<file path="config.mk">
export PLATFORM = sky130hd
export DESIGN_NAME = imem_controller_flat
export DESIGN_NICKNAME = d
export VERILOG_FILES = /design/src/rtl/imem_ctrl_pkg.sv /design/src/rtl/imem_controller_if.sv /design/src/rtl/imem_prefetch_buf.sv /design/src/rtl/imem_controller.sv /design/src/flat_wrapper.sv
export SDC_FILE = /design/constraint.sdc
export NUM_CORES = 1
export LEC_CHECK = 0
export ABC_AREA = 1
export CORE_MARGIN = 2
export CORE_UTILIZATION = 32
export CTS_CLUSTER_DIAMETER = 150
export DETAILED_ROUTE_END_ITERATION = 8
export GPL_TIMING_DRIVEN = 1
export PLACE_DENSITY_LB_ADDON = 0.15
export SKIP_CTS_REPAIR_TIMING = 1
export SLEW_MARGIN = 20
export SYNTH_ARGS = -nofsm -noshare
export SYNTH_HDL_FRONTEND = slang
export SYNTH_SLANG_ARGS = --single-unit
</file>
<file path="constraint.sdc">
create_clock -name clk -period 1.65 [get_ports clk]
set_clock_uncertainty 0.2 [all_clocks]
set_input_delay 0.33 -clock clk [delete_from_list [all_inputs] [get_ports clk]]
set_output_delay 0.33 -clock clk [all_outputs]
set_load 0.01 [all_outputs]
</file>
<file path="src/rtl/imem_ctrl_pkg.sv">
// rtl/imem_ctrl_pkg.sv - shared types and default constants for the instruction memory controller
package imem_ctrl_pkg;

  localparam int unsigned IMEM_ADDR_W   = 5;
  localparam int unsigned IMEM_DATA_W   = 32;
  localparam int unsigned IMEM_RESET_PC = 0;

  typedef logic [IMEM_ADDR_W-1:0] pc_t;

  typedef enum logic [1:0] {
    LOAD  = 2'd0,
    ISSUE = 2'd1,
    VALID = 2'd2
  } state_e;

  // Sequential pc advance; the natural width overflow gives the 31 -> 0 wrap.
  function automatic pc_t pc_next(input pc_t pc);
    return pc + pc_t'(1);
  endfunction

endpackage

</file>
<file path="src/rtl/imem_controller_if.sv">
// rtl/imem_controller_if.sv - load, redirect, instruction stream and memory signals of the controller
interface imem_controller_if
  import imem_ctrl_pkg::*;
#(
  parameter int unsigned ADDR_W = IMEM_ADDR_W,
  parameter int unsigned DATA_W = IMEM_DATA_W
) ();

  logic              load_valid;
  logic              load_ready;
  logic [ADDR_W-1:0] load_addr;
  logic [DATA_W-1:0] load_data;
  logic              load_last;
  logic              reload;
  logic              redirect_valid;
  logic [ADDR_W-1:0] redirect_pc;
  logic              instr_valid;
  logic              instr_ready;
  logic [ADDR_W-1:0] instr_pc;
  logic [DATA_W-1:0] instr_data;
  logic [ADDR_W-1:0] mem_addr;
  logic [DATA_W-1:0] mem_wdata;
  logic              mem_rd;
  logic [DATA_W-1:0] mem_rdata;

  // Controller side.
  modport slave (
    input  load_valid, load_addr, load_data, load_last,
    input  reload, redirect_valid, redirect_pc, instr_ready, mem_rdata,
    output load_ready, instr_valid, instr_pc, instr_data,
    output mem_addr, mem_wdata, mem_rd
  );

  // Environment side: program loader, core and memory response.
  modport master (
    output load_valid, load_addr, load_data, load_last,
    output reload, redirect_valid, redirect_pc, instr_ready, mem_rdata,
    input  load_ready, instr_valid, instr_pc, instr_data,
    input  mem_addr, mem_wdata, mem_rd
  );

endinterface

</file>
<file path="src/rtl/imem_prefetch_buf.sv">
// rtl/imem_prefetch_buf.sv - one-entry prefetch register (data + pc) with valid and flush
module imem_prefetch_buf
  import imem_ctrl_pkg::*;
#(
  parameter int unsigned ADDR_W = IMEM_ADDR_W,
  parameter int unsigned DATA_W = IMEM_DATA_W
) (
  input  logic              clk,
  input  logic              rst_n,
  input  logic              fill_i,
  input  logic              flush_i,
  input  logic [DATA_W-1:0] data_i,
  input  logic [ADDR_W-1:0] pc_i,
  output logic              valid_o,
  output logic [DATA_W-1:0] data_o,
  output logic [ADDR_W-1:0] pc_o
);

  logic              valid_q;
  logic [DATA_W-1:0] data_q;
  logic [ADDR_W-1:0] pc_q;

  // Flush beats fill so a redirect or consumed entry never leaves a stale word behind.
  always_ff @(posedge clk or negedge rst_n) begin
    if (!rst_n) begin
      valid_q <= 1'b0;
      data_q  <= '0;
      pc_q    <= '0;
    end else if (flush_i) begin
      valid_q <= 1'b0;
    end else if (fill_i) begin
      valid_q <= 1'b1;
      data_q  <= data_i;
      pc_q    <= pc_i;
    end
  end

  assign valid_o = valid_q;
  assign data_o  = data_q;
  assign pc_o    = pc_q;

endmodule

</file>
<file path="src/rtl/imem_controller.sv">
// rtl/imem_controller.sv - load/fetch sequencer for the instruction memory; IMEM_CTRL_PREFETCH_EN adds a one-entry prefetch buffer
module imem_controller
  import imem_ctrl_pkg::*;
#(
  parameter int unsigned ADDR_W   = IMEM_ADDR_W,
  parameter int unsigned DATA_W   = IMEM_DATA_W,
  parameter int unsigned RESET_PC = IMEM_RESET_PC
) (
  input  logic             clk,
  input  logic             rst_n,
  imem_controller_if.slave bus
);

  localparam logic [ADDR_W-1:0] PC_RST = ADDR_W'(RESET_PC);
  localparam logic [ADDR_W-1:0] PC_ONE = ADDR_W'(1);

  state_e            state_q, state_d;
  logic [ADDR_W-1:0] pc_q, pc_d;
  logic              instr_valid_q, instr_valid_d;
  logic [DATA_W-1:0] instr_data_q, instr_data_d;
  logic [ADDR_W-1:0] instr_pc_q, instr_pc_d;

  logic [ADDR_W-1:0] mem_addr_c;
  logic [DATA_W-1:0] mem_wdata_c;
  logic              mem_rd_c;
  logic              load_ready_c;
  logic              handshake;

  assign handshake = instr_valid_q & bus.instr_ready;

`ifdef IMEM_CTRL_PREFETCH_EN
  logic              pf_fill;
  logic              pf_flush;
  logic              pf_valid;
  logic [DATA_W-1:0] pf_data;
  logic [ADDR_W-1:0] pf_pc;

  // The buffer only ever holds the word at pc+1 while an instruction is being presented;
  // it empties whenever that word is consumed or the stream is redirected/reloaded.
  assign pf_fill  = (state_q == VALID) & ~pf_valid;
  assign pf_flush = (state_q != VALID) | bus.reload | bus.redirect_valid | handshake;

  imem_prefetch_buf #(
    .ADDR_W (ADDR_W),
    .DATA_W (DATA_W)
  ) u_prefetch_buf (
    .clk     (clk),
    .rst_n   (rst_n),
    .fill_i  (pf_fill),
    .flush_i (pf_flush),
    .data_i  (bus.mem_rdata),
    .pc_i    (pc_q + PC_ONE),
    .valid_o (pf_valid),
    .data_o  (pf_data),
    .pc_o    (pf_pc)
  );
`endif

  // Next state, memory drive and presented-instruction update; reload > redirect > handshake.
  always_comb begin
    state_d       = state_q;
    pc_d          = pc_q;
    instr_valid_d = instr_valid_q;
    instr_data_d  = instr_data_q;
    instr_pc_d    = instr_pc_q;
    mem_addr_c    = '0;
    mem_wdata_c   = '0;
    mem_rd_c      = 1'b1;
    load_ready_c  = 1'b0;

    case (state_q)
      LOAD: begin
        load_ready_c = 1'b1;
        if (bus.load_valid) begin
          mem_addr_c  = bus.load_addr;
          mem_wdata_c = bus.load_data;
          mem_rd_c    = 1'b0;
          if (bus.load_last) begin
            pc_d    = PC_RST;
            state_d = ISSUE;
          end
        end
      end

      ISSUE: begin
        mem_addr_c = pc_q;
        if (bus.reload) begin
          state_d       = LOAD;
          instr_valid_d = 1'b0;
        end else if (bus.redirect_valid) begin
          pc_d          = bus.redirect_pc;
          instr_valid_d = 1'b0;
        end else begin
          instr_data_d  = bus.mem_rdata;
          instr_pc_d    = pc_q;
          instr_valid_d = 1'b1;
          state_d       = VALID;
        end
      end

      VALID: begin
`ifdef IMEM_CTRL_PREFETCH_EN
        mem_addr_c = pc_q + PC_ONE;
`else
        mem_addr_c = pc_q;
`endif
        if (bus.reload) begin
          state_d       = LOAD;
          instr_valid_d = 1'b0;
        end else if (bus.redirect_valid) begin
          pc_d          = bus.redirect_pc;
          instr_valid_d = 1'b0;
          state_d       = ISSUE;
        end else if (handshake) begin
          pc_d = pc_q + PC_ONE;
`ifdef IMEM_CTRL_PREFETCH_EN
          // Bypass the memory read of this cycle when the buffer has not caught it yet.
          instr_data_d  = pf_valid ? pf_data : bus.mem_rdata;
          instr_pc_d    = pf_valid ? pf_pc : (pc_q + PC_ONE);
          instr_valid_d = 1'b1;
`else
          instr_valid_d = 1'b0;
          state_d       = ISSUE;
`endif
        end
      end

      default: begin
        state_d       = LOAD;
        instr_valid_d = 1'b0;
      end
    endcase
  end

  // State and presented-instruction registers.
  always_ff @(posedge clk or negedge rst_n) begin
    if (!rst_n) begin
      state_q       <= LOAD;
      pc_q          <= PC_RST;
      instr_valid_q <= 1'b0;
      instr_data_q  <= '0;
      instr_pc_q    <= '0;
    end else begin
      state_q       <= state_d;
      pc_q          <= pc_d;
      instr_valid_q <= instr_valid_d;
      instr_data_q  <= instr_data_d;
      instr_pc_q    <= instr_pc_d;
    end
  end

  // Reset overrides the combinational memory drive so a load word offered during reset never writes.
  assign bus.mem_rd      = mem_rd_c | ~rst_n;
  assign bus.mem_addr    = rst_n ? mem_addr_c : '0;
  assign bus.mem_wdata   = rst_n ? mem_wdata_c : '0;
  assign bus.load_ready  = load_ready_c;
  assign bus.instr_valid = instr_valid_q;
  assign bus.instr_data  = instr_data_q;
  assign bus.instr_pc    = instr_pc_q;

endmodule

</file>
<file path="src/flat_wrapper.sv">
// flat-port wrapper written by rule: the top's interface ports become plain ports
module imem_controller_flat import imem_ctrl_pkg::*;
#(
  parameter int unsigned ADDR_W   = IMEM_ADDR_W,
  parameter int unsigned DATA_W   = IMEM_DATA_W,
  parameter int unsigned RESET_PC = IMEM_RESET_PC
)
  (clk, rst_n, bus_load_valid, bus_load_addr, bus_load_data, bus_load_last, bus_reload, bus_redirect_valid, bus_redirect_pc, bus_instr_ready, bus_mem_rdata, bus_load_ready, bus_instr_valid, bus_instr_pc, bus_instr_data, bus_mem_addr, bus_mem_wdata, bus_mem_rd);
  imem_controller_if #(.ADDR_W(ADDR_W), .DATA_W(DATA_W)) bus_i ();
  input  logic clk;
  input  logic rst_n;
  input wire logic [$bits(bus_i.load_valid)-1:0] bus_load_valid;
  input wire logic [$bits(bus_i.load_addr)-1:0] bus_load_addr;
  input wire logic [$bits(bus_i.load_data)-1:0] bus_load_data;
  input wire logic [$bits(bus_i.load_last)-1:0] bus_load_last;
  input wire logic [$bits(bus_i.reload)-1:0] bus_reload;
  input wire logic [$bits(bus_i.redirect_valid)-1:0] bus_redirect_valid;
  input wire logic [$bits(bus_i.redirect_pc)-1:0] bus_redirect_pc;
  input wire logic [$bits(bus_i.instr_ready)-1:0] bus_instr_ready;
  input wire logic [$bits(bus_i.mem_rdata)-1:0] bus_mem_rdata;
  output wire logic [$bits(bus_i.load_ready)-1:0] bus_load_ready;
  output wire logic [$bits(bus_i.instr_valid)-1:0] bus_instr_valid;
  output wire logic [$bits(bus_i.instr_pc)-1:0] bus_instr_pc;
  output wire logic [$bits(bus_i.instr_data)-1:0] bus_instr_data;
  output wire logic [$bits(bus_i.mem_addr)-1:0] bus_mem_addr;
  output wire logic [$bits(bus_i.mem_wdata)-1:0] bus_mem_wdata;
  output wire logic [$bits(bus_i.mem_rd)-1:0] bus_mem_rd;
  assign bus_i.load_valid = bus_load_valid;
  assign bus_i.load_addr = bus_load_addr;
  assign bus_i.load_data = bus_load_data;
  assign bus_i.load_last = bus_load_last;
  assign bus_i.reload = bus_reload;
  assign bus_i.redirect_valid = bus_redirect_valid;
  assign bus_i.redirect_pc = bus_redirect_pc;
  assign bus_i.instr_ready = bus_instr_ready;
  assign bus_i.mem_rdata = bus_mem_rdata;
  assign bus_load_ready = bus_i.load_ready;
  assign bus_instr_valid = bus_i.instr_valid;
  assign bus_instr_pc = bus_i.instr_pc;
  assign bus_instr_data = bus_i.instr_data;
  assign bus_mem_addr = bus_i.mem_addr;
  assign bus_mem_wdata = bus_i.mem_wdata;
  assign bus_mem_rd = bus_i.mem_rd;
  imem_controller #(.ADDR_W(ADDR_W), .DATA_W(DATA_W), .RESET_PC(RESET_PC)) u_core (.clk(clk), .rst_n(rst_n), .bus(bus_i));
endmodule
</file>
After elaboration in Yosys (flattened, before gate mapping)
Index checks and enable logic that the tools add are counted.
{"block": "word_totals", "regBits": 45, "inputBits": 81, "wordCells": 60}
{"block": "op_classes", "n_addsub": 1, "n_eq_ne": 10, "n_mux": 31, "bitwise": 6, "reduce_logical": 7}
{"cell": "32-bit 2-to-1 mux", "count": 3}
{"cell": "5-bit 2-to-1 mux", "count": 9}
{"cell": "5-bit case mux with 3 select lines", "count": 1}
{"cell": "2-bit 2-to-1 mux", "count": 7}
{"cell": "2-bit inequality test (second input constant)", "count": 5}
{"cell": "5-bit case mux with 2 select lines", "count": 1}
{"cell": "1-bit 2-to-1 mux", "count": 8}
{"cell": "7-bit AND reduction", "count": 1}
{"cell": "2-bit case mux with 3 select lines", "count": 1}
{"cell": "5-bit by 1-bit adder with 5-bit output (second input constant)", "count": 1}
{"cell": "4-bit by 3-bit inequality test with 1-bit output (second input constant)", "count": 1}
{"cell": "1-bit inverter", "count": 4}
{"cell": "4-bit AND reduction", "count": 1}
{"cell": "3-bit by 2-bit inequality test with 1-bit output (second input constant)", "count": 1}
{"cell": "3-bit inequality test (second input constant)", "count": 1}
{"cell": "1-bit case mux with 3 select lines", "count": 1}
{"cell": "3-bit AND reduction", "count": 1}
{"cell": "3-bit nonzero test", "count": 1}
{"cell": "2-bit by 1-bit equality test with 1-bit output (second input constant)", "count": 1}
{"cell": "2-bit equality test (second input constant)", "count": 1}
{"cell": "2-bit zero test", "count": 1}
{"cell": "2-bit AND reduction", "count": 1}
{"cell": "2-bit OR reduction", "count": 1}
{"cell": "1-bit bitwise AND", "count": 1}
{"cell": "1-bit OR", "count": 1}

Longest topological paths before layout
Gate-level depths: netlist of run 1.
{"block": "logic_depth", "word_depth": 5, "depth_mapped": 10}

Worst setup path after synthesis of run 1
No wires, ideal clock.
{"block": "synth_timing", "path_kind": "flip-flop to output port", "start": "register u_core.state_q[0]", "end": "output port bus_mem_wdata[22]", "t_arrival_ns": 1.419, "setup_slack_ns": -0.299, "path_stages_with_launch": 8, "path_buffers": 1, "cell_sequence": "dfrtp_1 > inv_1 > ha_1 > nand2_1 > inv_1 > nand2_1 > buf_2 > nor2_1"}
{"block": "synth_via", "elab_chain_cells": 3}
{"element": "from (decl)", "line": "imem_controller.sv:17", "text": "state_e state_q, state_d;"}
{"element": "from (signal assigned)", "line": "imem_controller.sv:144", "text": "state_q <= state_d;"}
{"element": "2-bit zero test", "line": "imem_controller.sv:71", "text": "case (state_q)"}
{"element": "32-bit 2-to-1 mux", "line": "imem_controller.sv:71"}
{"element": "32-bit 2-to-1 mux", "line": "imem_controller.sv:155", "text": "assign bus.mem_wdata = rst_n ? mem_wdata_c : '0;"}
{"element": "to (decl)", "line": "flat_wrapper.sv:26", "text": "output wire logic [$bits(bus_i.mem_wdata)-1:0] bus_mem_wdata;"}
No other way between the ends.

Worst setup path in the final report of run 1
{"block": "layout_timing", "start": "register u_core.state_q[1]", "end": "output port bus_mem_wdata[6]"}
The elaborated chain is that of the path after synthesis.

==> impl_metrics.toml, run 1 <==
[layout]
diodes = 0
utilization_pct = 67.8
fill_cells = 588
drive_gt1_share_pct = 28.7
final_nets = 614
syn_to_final_growth_pct = 107

[timing]
fin_crit_sh_pct = 125
worst_slack_ps = -406
maxSlewHeadroom_pct = 64.7
hold_violations = 0
setup_violations = 51
fin_setup_tns_ps = -14340
worstMarginPinSlew_ps = 530
holdWs_ps = 162
rsz0062_at_grt = "yes"
min_period_ps = 2060
fmax_mhz = 486
slew_violations = 0

[logic_synthesis]
async_flop_share_pct = 100
synth_top_area_share_pct = 47.9
ys_warn_count = 0
syn_area_um2 = 2350
syn-instance-count = 335
synth_common_cells = "nand2_1, inv_1, dfrtp_1"
ys_dominant_reg_cell = "dfrtp_1"
synth.distinct_cells = 17
synth_nets = 421
synth-seq-area-share_pct = 47.9
synth_area_leaders = "dfrtp_1, nand2_1, inv_1, nor2_1, ha_1"
avgSynthCellArea_um2 = 7.02
synth_edf_count = 0
synth_most_common_cell = "nand2_1"
yosys.area.top_type = "dfrtp_1"
ys_seq_elements = 45

[power_and_ir_drop]
power.switching_mw = 2.46
cellPowerDensity_nw_per_um2 = 1310
p_sw_share_pct = 38.6
combPwrFrac_pct = 58.2
p_int_mw = 3.92
pwr-share-clk_pct = 13.1
p_leak_nw = 2.82
finalPower_mw = 6.38
p_seq_share_pct = 28.7
ir_drop_uv = 877

[worst_setup_path]
cp_cell_sequence = "inv_2, ha_4, nand2_4, clkinv_4, nand2_8, clkbuf_16, nor2_4, buf_2"
worst_setup_path_end_kind = "output port"
path_class = "flip-flop to output port"
cp_max_fo = 5
rrSetupSlack_ps = -60
crit_arrival_ps = 1530
critical_path_required_ps = 1120
crit_path_start_kind = "flip-flop"
crit_slowest_cell = "dfrtp_1"
cpPeakStageDelay_ps = 390

[floorplanning]
core-area_um2 = 7180
rows = 31
die_y_um = 89.7
start_util_pct = 32.8
chipWidth_um = 89.7
io_pins = 158
die_area_um2 = 8050

[drt]
vias_per_cell = 4.38
drc = 0
drt_iter0_drc = 92
dr.pass1.iters = 4
wl_um = 7840
ant_nets = 0
vias = 2751
wire_per_inst_um = 12.5

[place]
dp_hpwl_um = 5900
place_congestion = 0.833
io_buffers = 157
pre_cts_ws_ps = -772

[global_route]
grt_max_degree = 43
track_usage_pct = 18.2
grt_pass1_wl_um = 12100
antenna_found_initial = 0
grt_pass1_vias = 2584
grt-ovfl-total = 0

[status]
status = "complete, but fails checks"
violations = "negative setup slack"

[clock_network]
root_buffer = "clkbuf_8"
h-tree-depth = 2
cts_buffers = 5
cts_tree = "done"
ctsLongestPathBuffers = 2
clkTransAtPathRegs_ps = 80
clkLatencyLatePin_ps = 290
clock_sinks = 45

[flow_run]
drv_cap = 0

[hold_path]
worstHoldPathType = "input port to asynchronous set/reset pin"
[worst max-delay path: cells and delay by family, from the launching register on]
| family | cells | cell delay (ps) |
|---|---|---|
| adder cells (fa/ha/maj) | 1 | 150 |
| flip-flops | 1 | 390 |
| buffers and inverters | 4 | 490 |
| AND/OR/NAND/NOR | 3 | 210 |
[cell type report]
class	instances	area, µm²	share of cell area, %
Sequential cell	45	1130	23.2
Inverter	50	200	4.12
Clock buffer	6	72.6	1.49
Tap cell	99	124	2.55
Clock inverter	2	38.8	0.798
Timing Repair Buffer	195	1930	39.7
Multi-Input combinational cell	231	1370	28.2
[kinds of logic after synthesis]
kind of cell    after synthesis  share of synthesized area, %
flops                        45                          47.9
compound gates               20                          4.31
fa+ha+maj                     5                          2.66
simple gates                205                          34.8
buf+inv                      60                          10.4
[registers in the layout, indices dropped and copies added, names as in the netlist]
name                    count
u_core.bus.instr_data      32
u_core.bus.instr_pc         5
u_core.pc_q                 5
u_core.state_q              2
u_core.bus.instr_valid      1
[final timing paths]
kind / endpoint / cells after the start / startpoint
max: bus_mem_wdata[6] / 8 / u_core.state_q[1]
min: u_core.bus.instr_pc[4] / 2 / rst_n
max reg2reg: u_core.pc_q[3] / 10 / u_core.state_q[1]
min reg2reg: u_core.bus.instr_data[5] / 2 / u_core.bus.instr_data[5]
max in group asynchronous: u_core.pc_q[3] / 3 / rst_n
min in group clk: u_core.bus.instr_data[5] / 2 / u_core.bus.instr_data[5]
[stage by stage]
stage	instance area, µm²	cells
2_1_floorplan	2650	335
3_3_place_gp	4550	614
3_5_place_dp	4550	614
4_1_cts	4660	622
5_1_grt	4860	628
6_report	4860	628
[cells in the final DEF, fill, tap and decap left out, types with 2 or more instances in the layout]
cell type / synthesis / final
a21oi_1: 8 / 2
a21oi_2: 0 / 6
buf_12: 0 / 6
buf_2: 9 / 16
buf_4: 0 / 22
buf_6: 1 / 12
clkbuf_16: 0 / 2
clkbuf_2: 0 / 18
clkbuf_8: 0 / 5
clkdlybuf4s50_1: 0 / 79
clkinv_4: 0 / 2
dfrtp_1: 45 / 45
dlymetal6s2s_1: 0 / 39
ha_4: 0 / 4
inv_1: 48 / 43
inv_2: 2 / 3
inv_4: 0 / 3
nand2_1: 149 / 140
nand2_2: 0 / 5
nand2_4: 0 / 4
nand3_1: 7 / 5
nand3_2: 1 / 2
nand4_1: 2 / 2
nor2_1: 42 / 8
nor2_2: 0 / 5
nor2_4: 3 / 32
o21ai_0: 6 / 2
o21ai_1: 5 / 9
[power groups by stage]
stage	Sequential, mW	Clock (mW)	Combinational, mW
after CTS	1.86	0.861	3.58
after detailed placement	1.86	0	3.58
after global placement	1.86	0	3.50
after floorplan	2.07	0	1.42
final	1.83	0.834	3.72
after global routing	1.90	0.911	4.07
[routing by layer]
metal | vias to the layer above | global-route usage, % | routed length [µm]
met1 | 1236 | 21.9 | 3120
met4 | 0 | 3.08 | 100
met3 | 8 | 5.87 | 783
met2 | 126 | 32.4 | 3830
met5 | - | 0 | 0
li1 | 1381 | - | -
Note: power is estimated with default switching activity, not from simulation.
==> inputs of run 2 (changes only) <==
--- a/config.mk
+++ b/config.mk
@@ -12,6 +12,7 @@
 export DETAILED_ROUTE_END_ITERATION = 8
 export GPL_TIMING_DRIVEN = 1
 export PLACE_DENSITY_LB_ADDON = 0.15
+export RECOVER_POWER = 25
 export SKIP_CTS_REPAIR_TIMING = 1
 export SLEW_MARGIN = 20
 export SYNTH_ARGS = -nofsm -noshare
==> results of run 2 <==
No change in the layout: final DEF, timing and power equal those of run 1.
==> inputs of run 3 (changes only) <==
--- a/config.mk
+++ b/config.mk
@@ -7,7 +7,7 @@
 export LEC_CHECK = 0
 export ABC_AREA = 1
 export CORE_MARGIN = 2
-export CORE_UTILIZATION = 32
+export CORE_UTILIZATION = 33
 export CTS_CLUSTER_DIAMETER = 150
 export DETAILED_ROUTE_END_ITERATION = 8
 export GPL_TIMING_DRIVEN = 1
@@ -17,4 +17,5 @@
 export SLEW_MARGIN = 20
 export SYNTH_ARGS = -nofsm -noshare
 export SYNTH_HDL_FRONTEND = slang
+export SYNTH_HIERARCHICAL = 1
 export SYNTH_SLANG_ARGS = --single-unit
==> run 3 against run 2 <==
Against the previous run: power increased by 1.4%; the run still ends with negative setup slack left; wire length is 3.9% lower; die area up 2.0%.
==> impl_metrics.toml, run 3 <==
[status]
status = "complete, but fails checks"
violations = "negative setup slack"

[floorplanning]
chipWidth_um = 90.6
start_util_pct = 34.1
core-area_um2 = 7250
io_pins = 158
die_area_um2 = 8210
rows = 31
die_y_um = 90.6

[drt]
wl_um = 7540
drc = 0
ant_nets = 0
drt_iter0_drc = 71
wire_per_inst_um = 13.8
vias = 2370
dr.pass1.iters = 4
vias_per_cell = 4.33

[global_route]
grt_max_degree = 46
track_usage_pct = 16.9
grt-ovfl-total = 0
grt_util_met2_pct = 28.0
grt_pass1_vias = 2240
grt_pass1_wl_um = 11200
top_usage_layer = "met2"
use_met3_pct = 3.92
antenna_found_initial = 0
grtUsageMet1_pct = 22.1

[logic_synthesis]
synth_area_leaders = "dfrtp_1, mux2_4, nand2_1, inv_1, nor2_1"
avgSynthCellArea_um2 = 9.60
ys_warn_count = 6
synthSimpleGateAreaFrac_pct = 18.6
synthAdderAreaFrac_pct = 2.53
async_flop_share_pct = 100
synth_nets = 344
synth_top_family_by_area = "multiplexers"
syn_area_um2 = 2480
synth.distinct_cells = 24
synth_most_common_cell = "nand2_1"
ys_dominant_reg_cell = "dfrtp_1"
synthMuxAreaShare_pct = 20.5
synth-seq-area-share_pct = 45.5
ys_seq_elements = 45
synth_edf_count = 0
syn-instance-count = 258
yosys.area.top_type = "dfrtp_1"
synth_top_area_share_pct = 45.5
synth_common_cells = "nand2_1, dfrtp_1, inv_1"
synthXorXnorAreaFrac_pct = 0
synth_compound_area_share_pct = 3.18

[timing]
slew_violations = 0
maxSlewHeadroom_pct = 25.9
setup_violations = 67
holdWs_ps = 241
worstMarginPinSlew_ps = 1110
fin_crit_sh_pct = 123
fmax_mhz = 491
worst_slack_ps = -386
min_period_ps = 2040
rsz0062_at_grt = "yes"
hold_violations = 0

[clock_network]
cts_tree = "done"
clock_sinks = 45
clkTransAtPathRegs_ps = 80
cts_buffers = 5
ctsLongestPathBuffers = 2
h-tree-depth = 2
root_buffer = "clkbuf_8"
clkLatencyLatePin_ps = 290

[layout]
largest_reg_flops = 32
final_cell_mix = "clkdlybuf4s50_1, dfrtp_1, dlymetal6s2s_1, nand2_1, inv_1"
drive_gt1_share_pct = 40.8
fill_cells = 595
final_nets = 533
diodes = 0
syn_to_final_growth_pct = 98.1
final_common_cell = "clkdlybuf4s50_1"
design_area_um2 = 4900

[place]
io_buffers = 157
placed_area_um2 = 4520
dp_hpwl_um = 5610
place_congestion = 0.830

[hold_path]
worstHoldPathType = "input port to asynchronous set/reset pin"

[flow_run]
drv_cap = 0

[worst_setup_path]
worst_setup_path_end_kind = "output port"
path_class = "flip-flop to output port"
crit_arrival_ps = 1510
cp_max_fo = 7
critical_path_required_ps = 1120
crit_path_start_kind = "flip-flop"

[power_and_ir_drop]
p_leak_nw = 2.78
finalPower_mw = 6.47
ir_drop_uv = 924
cellPowerDensity_nw_per_um2 = 1320
==> run 3: critical path, stage by stage (launching register included) <==
cell	delay, ps
dfrtp_1	410
inv_2	90
ha_4	150
nand3_4	140
clkbuf_16	220
nor2_4	90
buf_6	110
==> run 3: layout make-up <==
| class | instances | area [µm²] | share of cell area [%] |
|---|---|---|---|
| Multi-Input combinational cell | 159 | 1410 | 28.8 |
| Clock inverter | 1 | 30.0 | 0.612 |
| Tap cell | 99 | 124 | 2.53 |
| Clock buffer | 7 | 86.3 | 1.76 |
| Sequential cell | 45 | 1130 | 23.0 |
| Timing Repair Buffer | 192 | 1950 | 39.8 |
| Inverter | 44 | 170 | 3.47 |
==> run 3: worst paths after layout <==
check | from | to | slack, ps | cells after the start
min in group clk | u_core/bus.instr_pc[0] | u_core/bus.instr_pc[0] | 290 | 1
max in group asynchronous | rst_n | u_core/state_q[1] | 330 | 2
min | rst_n | u_core/pc_q[1] | 240 | 2
max reg2reg | u_core/state_q[1] | u_core/pc_q[2] | -70 | 9
min reg2reg | u_core/bus.instr_pc[0] | u_core/bus.instr_pc[0] | 290 | 1
max | u_core/state_q[0] | bus_mem_wdata[20] | -390 | 6
==> run 3: layer usage <==
metal  up-vias  part of all wire, %  wire length [µm]
li1       1180                    -                 -
met1      1097                   43              3230
met2        85                   51              3850
met3         8                  5.0               377
met4         0                  1.1                83
met5         -                    0                 0
==> run 3: cells by family (layout without fill, tap and decap cells) <==
| kind of cell | after synthesis | after routing |
|---|---|---|
| flops | 45 | 45 |
| compound gates | 15 | 15 |
| fa+ha+maj | 5 | 5 |
| buf+inv | 54 | 244 |
| mux | 34 | 34 |
| simple gates | 105 | 105 |
==> run 3: power by group <==
| part | internal (mW) | leakage, nW | switching, mW |
|---|---|---|---|
| registers | 1.60 | 0.556 | 0.272 |
| clock network | 0.494 | 0.0585 | 0.362 |
| logic | 2.19 | 2.16 | 1.56 |
==> run 3: stage by stage <==
stage                     TNS [ps]  cells  setup WS [ps]  utilization (%)
after detailed placement    -35850    534           -696             62.3
after CTS                   -39550    542           -870             63.9
after floorplan              -2090    258          -76.2                -
after global placement      -35410    534           -669             62.3
after global routing        -18820    547           -459             67.6
final                       -13500    547           -386             67.6
